$ cat src/rtl/mpt_walk_arbiter_pkg.sv
// mpt_walk_arbiter_pkg: shared types for the MPT walk arbiter and its walker interface
package mpt_walk_arbiter_pkg;

    localparam int PLEN = 34;

    typedef enum logic [3:0] {
        MPT_BARE = 4'd0,
        MPT_34   = 4'd1,
        MPT_43   = 4'd2,
        MPT_52   = 4'd3,
        MPT_46   = 4'd4
    } mpt_mode_e;

    typedef enum logic [1:0] {
        ACCESS_READ  = 2'd0,
        ACCESS_WRITE = 2'd1,
        ACCESS_EXEC  = 2'd2
    } mpt_access_e;

    typedef enum logic [2:0] {
        NO_ERROR           = 3'd0,
        NOT_VALID_ADDR     = 3'd1,
        RESERVED_BITS      = 3'd2,
        INVALID_MPTL1_INFO = 3'd3,
        INVALID_MPTL2_INFO = 3'd4,
        INVALID_MPTL3_INFO = 3'd5
    } page_format_fault_e;

    typedef enum logic [1:0] {ARB_IDLE, ARB_ISSUE, ARB_WAIT, ARB_RESP} mpt_arb_state_e;

    typedef struct packed {
        logic [PLEN-1:0] PADDR;
        mpt_access_e     ACCESS;
    } mpt_walk_req_t;

    // Modes that need a table walk; BARE bypasses and anything unlisted is reserved.
    function automatic logic mode_walks(input mpt_mode_e m);
        return m inside {MPT_34, MPT_43, MPT_52, MPT_46};
    endfunction

endpackage

$ cat src/rtl/mpt_walk_arbiter_if.sv
// mpt_walk_arbiter_if: request/response handshake between the arbiter and the MPT walker
interface mpt_walk_arbiter_if;
    import mpt_walk_arbiter_pkg::*;

    logic               valid;
    logic               ready;
    logic [PLEN-1:0]    paddr;
    mpt_access_e        access;
    logic               flush;
    logic               done;
    logic               allow;
    page_format_fault_e fault;

    modport master (output valid, paddr, access, flush, input ready, done, allow, fault);
    modport slave  (input valid, paddr, access, flush, output ready, done, allow, fault);

endinterface

$ cat src/rtl/mpt_walk_arbiter_rr.sv
// mpt_rr_arbiter: round-robin masked priority encoder starting the search at rr_ptr
module mpt_rr_arbiter #(
    parameter int NUM_REQ = 3,
    parameter int ID_W    = $clog2(NUM_REQ)
) (
    input  logic [NUM_REQ-1:0] req,
    input  logic [ID_W-1:0]    rr_ptr,
    output logic [NUM_REQ-1:0] gnt,
    output logic [ID_W-1:0]    gnt_id
);

    function automatic logic [ID_W-1:0] slot(input logic [ID_W-1:0] ptr, input int i);
        int v = int'(ptr) + i;
        return ID_W'(v >= NUM_REQ ? v - NUM_REQ : v);
    endfunction

    // Scan in reverse search order so the last hit is the first requester after rr_ptr.
    always_comb begin
        gnt    = '0;
        gnt_id = '0;
        for (int i = NUM_REQ - 1; i >= 0; i--) begin
            if (req[slot(rr_ptr, i)]) begin
                gnt                   = '0;
                gnt[slot(rr_ptr, i)]  = 1'b1;
                gnt_id                = slot(rr_ptr, i);
            end
        end
    end

endmodule

$ cat src/rtl/mpt_walk_arbiter.sv
// mpt_walk_arbiter: shares one MPT walker between NUM_REQ requesters, one walk at a time
module mpt_walk_arbiter
    import mpt_walk_arbiter_pkg::*;
#(
    parameter int NUM_REQ = 3,
    parameter int ID_W    = $clog2(NUM_REQ)
) (
    input  logic                    clk_i,
    input  logic                    rst_ni,
    input  logic                    flush_i,
    input  mpt_mode_e               mode_i,
    input  logic [NUM_REQ-1:0]      req_valid_i,
    input  logic [NUM_REQ*PLEN-1:0] req_paddr_i,
    input  logic [NUM_REQ*2-1:0]    req_access_i,
    output logic [NUM_REQ-1:0]      req_ready_o,
    mpt_walk_arbiter_if.master      walk,
    output logic [NUM_REQ-1:0]      rsp_valid_o,
    output logic                    rsp_allow_o,
    output page_format_fault_e      rsp_fault_o
);

    mpt_arb_state_e     state_q, state_d;
    logic [ID_W-1:0]    rr_ptr_q, id_q, gnt_id;
    logic [NUM_REQ-1:0] gnt;
    mpt_walk_req_t      req_q;
    logic               allow_q, flush_q, grant, capture;
    page_format_fault_e fault_q;

    mpt_rr_arbiter #(.NUM_REQ(NUM_REQ), .ID_W(ID_W)) u_rr (
        .req    (req_valid_i),
        .rr_ptr (rr_ptr_q),
        .gnt    (gnt),
        .gnt_id (gnt_id)
    );

    // rst_ni gates the accept pulse so nothing is acknowledged while held in reset.
    assign grant   = rst_ni && state_q == ARB_IDLE && !flush_i && |req_valid_i;
    assign capture = state_q == ARB_WAIT && walk.done && !flush_i;

    assign req_ready_o = grant ? gnt : '0;
    assign rsp_valid_o = (state_q == ARB_RESP && !flush_i) ? NUM_REQ'(1) << id_q : '0;
    assign rsp_allow_o = allow_q;
    assign rsp_fault_o = fault_q;
    assign walk.valid  = state_q == ARB_ISSUE && !flush_i;
    assign walk.paddr  = req_q.PADDR;
    assign walk.access = req_q.ACCESS;
    assign walk.flush  = flush_q;

    // Next state; flush overrides everything and returns to idle.
    always_comb begin
        state_d = state_q;
        case (state_q)
            ARB_IDLE:  state_d = grant ? (mode_walks(mode_i) ? ARB_ISSUE : ARB_RESP) : ARB_IDLE;
            ARB_ISSUE: state_d = walk.ready ? ARB_WAIT : ARB_ISSUE;
            ARB_WAIT:  state_d = walk.done ? ARB_RESP : ARB_WAIT;
            default:   state_d = ARB_IDLE;
        endcase
        if (flush_i) state_d = ARB_IDLE;
    end

    // State, round-robin pointer, latched request and captured response fields.
    always_ff @(posedge clk_i or negedge rst_ni) begin
        if (!rst_ni) begin
            state_q  <= ARB_IDLE;
            rr_ptr_q <= '0;
            id_q     <= '0;
            req_q    <= '0;
            allow_q  <= 1'b0;
            fault_q  <= NO_ERROR;
            flush_q  <= 1'b0;
        end else begin
            state_q <= state_d;
            flush_q <= flush_i;
            if (grant) begin
                rr_ptr_q <= gnt_id == ID_W'(NUM_REQ - 1) ? '0 : gnt_id + 1'b1;
                id_q     <= gnt_id;
                req_q    <= '{PADDR: req_paddr_i[gnt_id*PLEN +: PLEN],
                              ACCESS: mpt_access_e'(req_access_i[gnt_id*2 +: 2])};
            end
            if (grant && !mode_walks(mode_i)) begin
                allow_q <= mode_i == MPT_BARE;
                fault_q <= mode_i == MPT_BARE ? NO_ERROR : NOT_VALID_ADDR;
            end else if (capture) begin
                allow_q <= walk.allow;
                fault_q <= walk.fault;
            end
        end
    end

endmodule
$ cat src/flat_wrapper.sv
// flat-port wrapper written by rule: the top's interface ports become plain ports
module mpt_walk_arbiter_flat import mpt_walk_arbiter_pkg::*;
#(
    parameter int NUM_REQ = 3,
    parameter int ID_W    = $clog2(NUM_REQ)
)
  (clk_i, rst_ni, flush_i, mode_i, req_valid_i, req_paddr_i, req_access_i, req_ready_o, rsp_valid_o, rsp_allow_o, rsp_fault_o, walk_valid, walk_paddr, walk_access, walk_flush, walk_ready, walk_done, walk_allow, walk_fault);
  mpt_walk_arbiter_if walk_i ();
  input  logic clk_i;
  input  logic rst_ni;
  input  logic flush_i;
  input  mpt_mode_e mode_i;
  input  logic [NUM_REQ-1:0] req_valid_i;
  input  logic [NUM_REQ*PLEN-1:0] req_paddr_i;
  input  logic [NUM_REQ*2-1:0] req_access_i;
  output logic [NUM_REQ-1:0] req_ready_o;
  output logic [NUM_REQ-1:0] rsp_valid_o;
  output logic rsp_allow_o;
  output page_format_fault_e rsp_fault_o;
  output wire logic [$bits(walk_i.valid)-1:0] walk_valid;
  output wire logic [$bits(walk_i.paddr)-1:0] walk_paddr;
  output wire logic [$bits(walk_i.access)-1:0] walk_access;
  output wire logic [$bits(walk_i.flush)-1:0] walk_flush;
  input wire logic [$bits(walk_i.ready)-1:0] walk_ready;
  input wire logic [$bits(walk_i.done)-1:0] walk_done;
  input wire logic [$bits(walk_i.allow)-1:0] walk_allow;
  input wire logic [$bits(walk_i.fault)-1:0] walk_fault;
  assign walk_valid = walk_i.valid;
  assign walk_paddr = walk_i.paddr;
  assign walk_access = walk_i.access;
  assign walk_flush = walk_i.flush;
  assign walk_i.ready = walk_ready;
  assign walk_i.done = walk_done;
  assign walk_i.allow = walk_allow;
  assign walk_i.fault = walk_fault;
  mpt_walk_arbiter #(.NUM_REQ(NUM_REQ), .ID_W(ID_W)) u_core (.clk_i(clk_i), .rst_ni(rst_ni), .flush_i(flush_i), .mode_i(mode_i), .req_valid_i(req_valid_i), .req_paddr_i(req_paddr_i), .req_access_i(req_access_i), .req_ready_o(req_ready_o), .walk(walk_i), .rsp_valid_o(rsp_valid_o), .rsp_allow_o(rsp_allow_o), .rsp_fault_o(rsp_fault_o));
endmodule
$ cat config.mk
export PLATFORM = sky130hd
export DESIGN_NAME = mpt_walk_arbiter_flat
export DESIGN_NICKNAME = d
export VERILOG_FILES = /design/src/rtl/mpt_walk_arbiter_pkg.sv /design/src/rtl/mpt_walk_arbiter_if.sv /design/src/rtl/mpt_walk_arbiter_rr.sv /design/src/rtl/mpt_walk_arbiter.sv /design/src/flat_wrapper.sv
export SDC_FILE = /design/constraint.sdc
export NUM_CORES = 1
export LEC_CHECK = 0
export ABC_AREA = 1
export ABC_CLOCK_PERIOD_IN_PS = 1900
export BUFFER_PORTS_ARGS = -buffer_cell sky130_fd_sc_hd__buf_2
export CORE_ASPECT_RATIO = 0.8
export CORE_MARGIN = 3
export CORE_UTILIZATION = 40
export DETAILED_ROUTE_END_ITERATION = 8
export GPL_TIMING_DRIVEN = 0
export HOLD_SLACK_MARGIN = 0.1
export PLACE_DENSITY = 0.77
export SETUP_SLACK_MARGIN = 0.05
export SLEW_MARGIN = 30
export SYNTH_ARGS = -nofsm -noshare
export SYNTH_HDL_FRONTEND = slang
export SYNTH_SLANG_ARGS = --single-unit
$ cat constraint.sdc
create_clock -name clk_i -period 1.9 [get_ports clk_i]
set_input_delay 0.285 -clock clk_i [delete_from_list [all_inputs] [get_ports clk_i]]
set_output_delay 0.285 -clock clk_i [all_outputs]
set_load 0.05 [all_outputs]
After elaboration in Yosys (flattened, before gate mapping) --
Index checks and enable logic that the tools add are counted.
Storage, ports and cells: input port bits 124, word-level logic and storage cells 88, output and inout port bits 48, bits in registers 47
Operators by class: add/sub/neg operators 6, reduce and logical (&&, ||, !) cells 18, muxes and demuxes 35, order comparisons 9, shifts and indexed selects 3, multiply operators 1, eq/ne operators 8
Operator list (number):
- 102-bit by 9-bit indexed part select with 34-bit output | 1
- 2-bit 2-to-1 mux | 11
- 3-bit 2-to-1 mux | 7
- 1-bit logical AND | 11
- 1-bit 2-to-1 mux | 10
- 2-bit by 3-bit less-than comparator with 1-bit output, second input constant | 3
- 4-bit by 2-bit equality test with 1-bit output, second input constant | 2
- 2-bit by 5-bit multiplier with 7-bit output, second input constant | 1
- 1-bit binary-select mux with 2-bit select | 3
- 1-bit demux with 2-bit select | 3
- 2-bit equality test, second input constant | 3
- 2-bit by 1-bit >= comparator with 1-bit output, second input constant | 3
- 3-bit by 2-bit >= comparator with 1-bit output, second input constant | 2
- 2-bit case mux with 3 select lines | 1
- 6-bit by 4-bit indexed part select with 2-bit output | 1
- 2-bit subtractor, second input constant | 3
- 4-bit by 1-bit equality test with 1-bit output, second input constant | 1
- 4-bit by 3-bit equality test with 1-bit output, second input constant | 1
- 4-bit logical NOT | 1
- 4-bit nonzero test | 1
- 2-bit by 1-bit adder with 3-bit output, second input constant | 1
- 2-bit by 2-bit adder with 3-bit output, second input constant | 1
- 3-bit OR reduction | 1
- 1-bit by 2-bit << shifter with 3-bit output, first input constant | 1
- 6 further kinds | 7

Longest topological paths before layout --
word-level depth 11, gate-level depth with buffers 16, depth with buffers taken out 15

Modules after synthesis --
Synthesis repeated with hierarchy kept, for this count alone.
Unflattened totals: cell total of the unflattened synthesis 390, area total of the unflattened synthesis 2876.5 µm²
Modules (own cells, without submodules):
- mpt_walk_arbiter | sequential area each 1176.1 µm², instances 1, area an instance 2575.0 µm², cells each 332
- mpt_rr_arbiter | sequential area each 0.0 µm², instances 1, area an instance 301.5 µm², cells each 58

Worst setup path before layout --
Ideal clock, no wire load.
path kind flip-flop to output port, start register u_core.rr_ptr_q[0], end output port req_ready_o[1], path slack -450 ps, stages on the path, launching flop included 11, arrival 2065 ps, path buffers 0, data required time 1615 ps, path through dfrtp_1 -> inv_1 -> ha_1 -> inv_2 -> nand2_2 -> nand2_2 -> nand2_2 -> nand2_2 -> nand2_1 -> nand3_4 -> a21oi_1
Between the ends: word-level cells in the longest chain between the ends 11, elaborated cells between the ends (all ways) 36, those cells by class add/sub (5); order compare (9); mux (19); reduce/logical (3)
Ends and longest elaborated chain:
- start, declared | line mpt_walk_arbiter.sv:23 | logic [ID_W-1:0] rr_ptr_q, id_q, gnt_id;
- start signal, assigned | line mpt_walk_arbiter.sv:75 | rr_ptr_q <= gnt_id == ID_W'(NUM_REQ - 1) ? '0 : gnt_id + 1'b1;
- 2-bit by 2-bit adder with 3-bit output | line mpt_walk_arbiter_rr.sv:13 | int v = int'(ptr) + i;
- 3-bit by 2-bit >= comparator with 1-bit output / 2-bit subtractor (equally long branches) | line mpt_walk_arbiter_rr.sv:14 | return ID_W'(v >= NUM_REQ ? v - NUM_REQ : v);
- 2-bit 2-to-1 mux | line mpt_walk_arbiter_rr.sv:14
- 2-bit by 3-bit less-than comparator with 1-bit output (implied by the code) / 2-bit by 1-bit >= comparator with 1-bit output (equally long branches) | line mpt_walk_arbiter_rr.sv:24 | gnt[slot(rr_ptr, i)] = 1'b1;
- 1-bit logical AND (implied by the code) | line mpt_walk_arbiter_rr.sv:24
- 1-bit 2-to-1 mux (implied by the code) | line mpt_walk_arbiter_rr.sv:24
- 1-bit demux with 2-bit select | line mpt_walk_arbiter_rr.sv:24
- 3-bit 2-to-1 mux (2 in series) | line mpt_walk_arbiter_rr.sv:22 | if (req[slot(rr_ptr, i)]) begin
- 3-bit 2-to-1 mux * | line mpt_walk_arbiter_rr.sv:22
- 3-bit 2-to-1 mux * | line mpt_walk_arbiter.sv:40 | assign req_ready_o = grant ? gnt : '0;
- end, declared | line flat_wrapper.sv:16 | output logic [NUM_REQ-1:0] req_ready_o;
Mark *: on every way between the ends. The rest lies on a longest branch, timed or not. The select of a mux whose other input is x is not followed.

Final worst setup path --
start register u_core.rr_ptr_q[0], end output port req_ready_o[0]
Same word-level chain as after synthesis.

==> results.txt <==
The actual transition at the worst max-transition pin came out at 0.460 ns. The source-to-sink clock delay at the later pin of the worst-skew pair came out at ~0.29 ns. The region available for standard cell placement spans 7060 um2. The power per cell area is 1960 nW/um2. The flow ran to the end, but the final reports show violations. The analysis attributes to cell leakage a power of 2.71 nW. The first TritonRoute pass finished after 4 iterations. Setup repair after global routing could not meet its margin everywhere. The signed area change from the synthesized netlist to the final layout came out at 57.8%. The internal portion of total power is 4.42 mW. The fraction of post-synthesis cell area in the top cell type by area came out at 0.393.

The largest net degree at the start of global routing came out at 49. The starting density of the core is 0.424. Setup slack on the worst reg-to-reg path comes out at -0.27 ns.

The count of antenna diodes in the layout came out at 0. In this run the critical register-to-register path is launched from u_core.rr_ptr_q[0]. Walking the worst path, the cells encountered are buf_4 -> ha_4 -> inv_4 -> nand3_1 -> nand2_4 -> inv_2 -> buf_4 -> o21ai_2 -> nor2_4 -> buf_8. Derived from the worst setup path, the maximum achievable clock frequency is 441 MHz. In the post-synthesis netlist, the biggest area contributors are dfrtp_1, nand2_1, o21bai_1.

The required arrival time at the worst endpoint is 1.62 ns. The proportion of power drawn by combinational gates is 0.754. The maximum ir drop on the vdd rail came out at 1.23 mV. The ratio of final minimum period to clock period is 1.19.

The die is around 83 um tall. The number of global-route vias before repair is 3370. The first global-routing pass estimated between 15000 and 20000 um of wire. The total global routing overflow came out at 0. Of the total power, the share spent switching nets is 0.524.

Counting stages on the worst path, the most repeated cell is buf_4. The number of nets in the synthesized netlist is 559. Max-cap violations in this run came to 0. The maximum fanout count along the critical path is 5. The tree is rooted in a clkbuf_8. The worst path buffer plus inverter count is 5. The worst setup path is of the flip-flop to output pin kind. On the final layout, the worst hold slack is -0.0843 ns. The count of routing violations after the opening detailed-route iteration is 85.

The tightest min-delay check is of the input pin to async pin type. The number of nets in the layout came out at 767. The worst slew margin relative to its limit came out at 0.693. The remaining number of nets flagged by the antenna check after routing is 0. The kind of cell with the highest combined delay along the critical path is buffers and inverters. The capture point of the worst reg-to-reg path is u_core.walk.paddr[17]. The H-tree was split into 2 levels.

The adder and majority cell fraction of the synthesized area is 0.0125. In the post-route analysis, the smallest setup slack over all paths is -0.367 ns. The global placement routability congestion is 0.873. After synthesis the netlist holds a flip-flop and latch count of 47.

The multiplexer fraction of the synthesized cell area is 0. The proportion of synthesized chip area in sequential cells came out at 0.393. The largest family of logic cells by synthesized area is simple AND/OR/NAND/NOR gates.

The post-synthesis compound-gate area fraction came out at 0.184. The worst-case clock buffer depth came out at 2. The total number of yosys warnings came out at 0. The count of endpoints failing hold in the final timing report is 47. In this run the core area contains 27 standard-cell rows.

The XOR/XNOR share of the synthesized area came out at 0. The count of endpoints failing setup in the final report came out at 41. The delay of the slowest cell on the worst path is around 0.42 ns. The distinct cell type count after synthesis is 23. In this run the power spent charging and discharging nets is about 4.9 mW.

After synthesis the cells add up to 3000 um2. The total track usage is 0.217. The clock-pin slew reported for the worst setup and hold paths after clock tree synthesis came out at 0.10 ns. The final period demand of the worst path came out at between 2 and 2.5 ns. The post-detailed-placement half-perimeter wirelength is around 7100 um. The depth of the worst register-to-register path came out at 16. The post-synthesis cell count is roughly 430. The total die area is roughly 8600 um2. The sequential share of power came out at 0.182. The number of antenna violations at the first check in global routing came out at 0.

After detailed routing, the number of vias per cell comes to around 5. The clock sink total is 47. The average size of a mapped cell is 6.93 um2. The worst clock skew is roughly 0.010 ns. The instance count after placement with tap cells included came out at 690. The setup slack at placement came out at -0.607 ns. The floorplan die width came out at between 100 and 150 um.

Of the total power, the clock network draws 0.064. The number of top-level pins is 172. The capturing element type of the critical path is an output pin. The checks that failed: hold timing, setup timing.

The sum of internal, switching and leakage power came out at between 9 and 10 mW. The count of final max-slew check failures came out at 0. The slowest stage of the critical path belongs to the cell dfrtp_1.

The data arrival time of the worst path is between 1.5 and 2 ns. Clock tree synthesis inserted a total of 5 buffers. The number of I/O port buffers is 171.

After detailed routing, the total wire length is around 10000 um. The total via count in the routed design is 3542. The number of DRC violations after detailed routing is 0. The finished layout holds 728 standard cells, fillers aside. In the final layout, the share of cells above drive strength 1 is 0.473. The final routed wire length divided by cell count is 13.8 um. TritonCTS built the clock tree. The critical path startpoint category is a flip-flop. The simple-gate share of the synthesized area is 0.292. The post-synthesis cell type with the largest combined area is dfrtp_1.
[cells by family after synthesis]
| group | Yosys count |
|---|---|
| simple gates | 211 |
| flops | 47 |
| buf+inv | 82 |
| compound gates | 89 |
| fa+ha+maj | 3 |
[cells in the mapped netlist, drive strengths merged]
master and n:
clkbuf 4, a21boi 3, nand3 16, o21bai 33
dfrtp 47, nand2 177, nor3 8, a21oi 8
a31oi 1, ha 3, nor2 10, o21ai 44
buf 14, inv 64
[cells in the final DEF, fill, tap and decap left out, types with 2 or more instances in the layout]
cell type / n
nand2_2: 24
inv_2: 7
a21oi_2: 2
nor3_1: 8
dfrtp_2: 2
dfrtp_1: 45
nor2_1: 9
nand2_4: 7
nand2_1: 145
o21ai_0: 8
clkbuf_1: 4
buf_6: 8
buf_4: 24
inv_1: 54
a21boi_0: 2
nand3_2: 6
nand3_1: 9
o21ai_2: 19
buf_16: 2
a21oi_1: 4
buf_8: 10
a21oi_4: 2
buf_2: 169
inv_4: 3
o21ai_1: 16
ha_4: 2
clkbuf_8: 6
o21bai_1: 32
[area by class of cell]
| cell class | instances | area (um2) |
|---|---|---|
| tap | 87 | 109 |
| multi-input combinational | 303 | 1730 |
| timing repair buffer | 201 | 1180 |
| sequential | 47 | 1180 |
| inverter | 64 | 248 |
| clock inverter | 2 | 12.5 |
| buffer | 18 | 194 |
| fill | 617 | 2330 |
| clock buffer | 6 | 72.6 |
[worst max path at each step]
stage,start,endpoint,slack [ns],depth (start not counted)
4_1_cts,u_core.rr_ptr_q[1],req_ready_o[0],-0.35,10
3_5_place_dp,rst_ni,req_ready_o[0],-0.61,8
6_report,u_core.rr_ptr_q[0],req_ready_o[0],-0.37,10
3_3_place_gp,rst_ni,req_ready_o[0],-0.96,8
5_1_grt,u_core.rr_ptr_q[0],req_ready_o[0],-0.45,10
2_1_floorplan,u_core.rr_ptr_q[1],req_ready_o[0],0.008,9
[worst register-to-register path: stages (launching register included)]
cell and delay, ns:
dfrtp_1 0.40, inv_2 0.07, ha_4 0.30, inv_4 0.05, nand3_2 0.08, inv_2 0.05
a21oi_4 0.14, buf_4 0.14, nand2_4 0.04, nand3_4 0.10, buf_6 0.12, nand2_8 0.06
buf_8 0.14, buf_8 0.13, nand2_1 0.07, o21ai_2 0.05, o21bai_1 0.14
[metrics by stage]
step                      area (um2)  setup TNS, ns  hold slack [ns]  utilization
after floorplan                 3030              0          -0.0106            -
after global placement          4000         -32.68            0.440        0.566
after detailed placement        4000         -17.34            0.348        0.566
after CTS                       4570          -8.61          -0.0777        0.647
after global routing            4730         -13.73          -0.0656        0.669
final                           4730          -9.60          -0.0843        0.669
[registers in the layout (all words and copies together) (netlist names)]
name and flops:
u_core.id_q 2, u_core.walk.access 2, u_core.rsp_fault_o 3, u_core.walk.paddr 34, u_core.rr_ptr_q 2, u_core.rsp_allow_o 1, u_core.state_q 2, u_core.walk.flush 1
[power by group through the flow]
stage | sequential, mW | clock (mW) | combinational [mW]
finish | 1.69 | 0.594 | 7.00
global route | 1.74 | 0.660 | 7.47
CTS | 1.67 | 0.614 | 6.68
detailed placement | 1.68 | 0 | 4.98
global placement | 1.68 | 0 | 4.86
floorplan | 3.04 | 0 | 2.35
[layer usage]
layer  global-route usage  vias to the layer above  wire length, um
li1                     -                     1758                -
met1                0.278                     1629             4340
met2                0.380                      145             4900
met3               0.0403                       10              703
met4               0.0435                        0               89
met5                    0                        -                0
[timing repair]
action                                  CTS  global route
buffers inserted                         17            10
pin swaps                                19            13
gates resized for setup                 115            26
gates cloned                              3             0
endpoints found under the setup margin   39            44
hold endpoints to repair                 47            47
No activity file was read; power rests on OpenSTA's default activity.
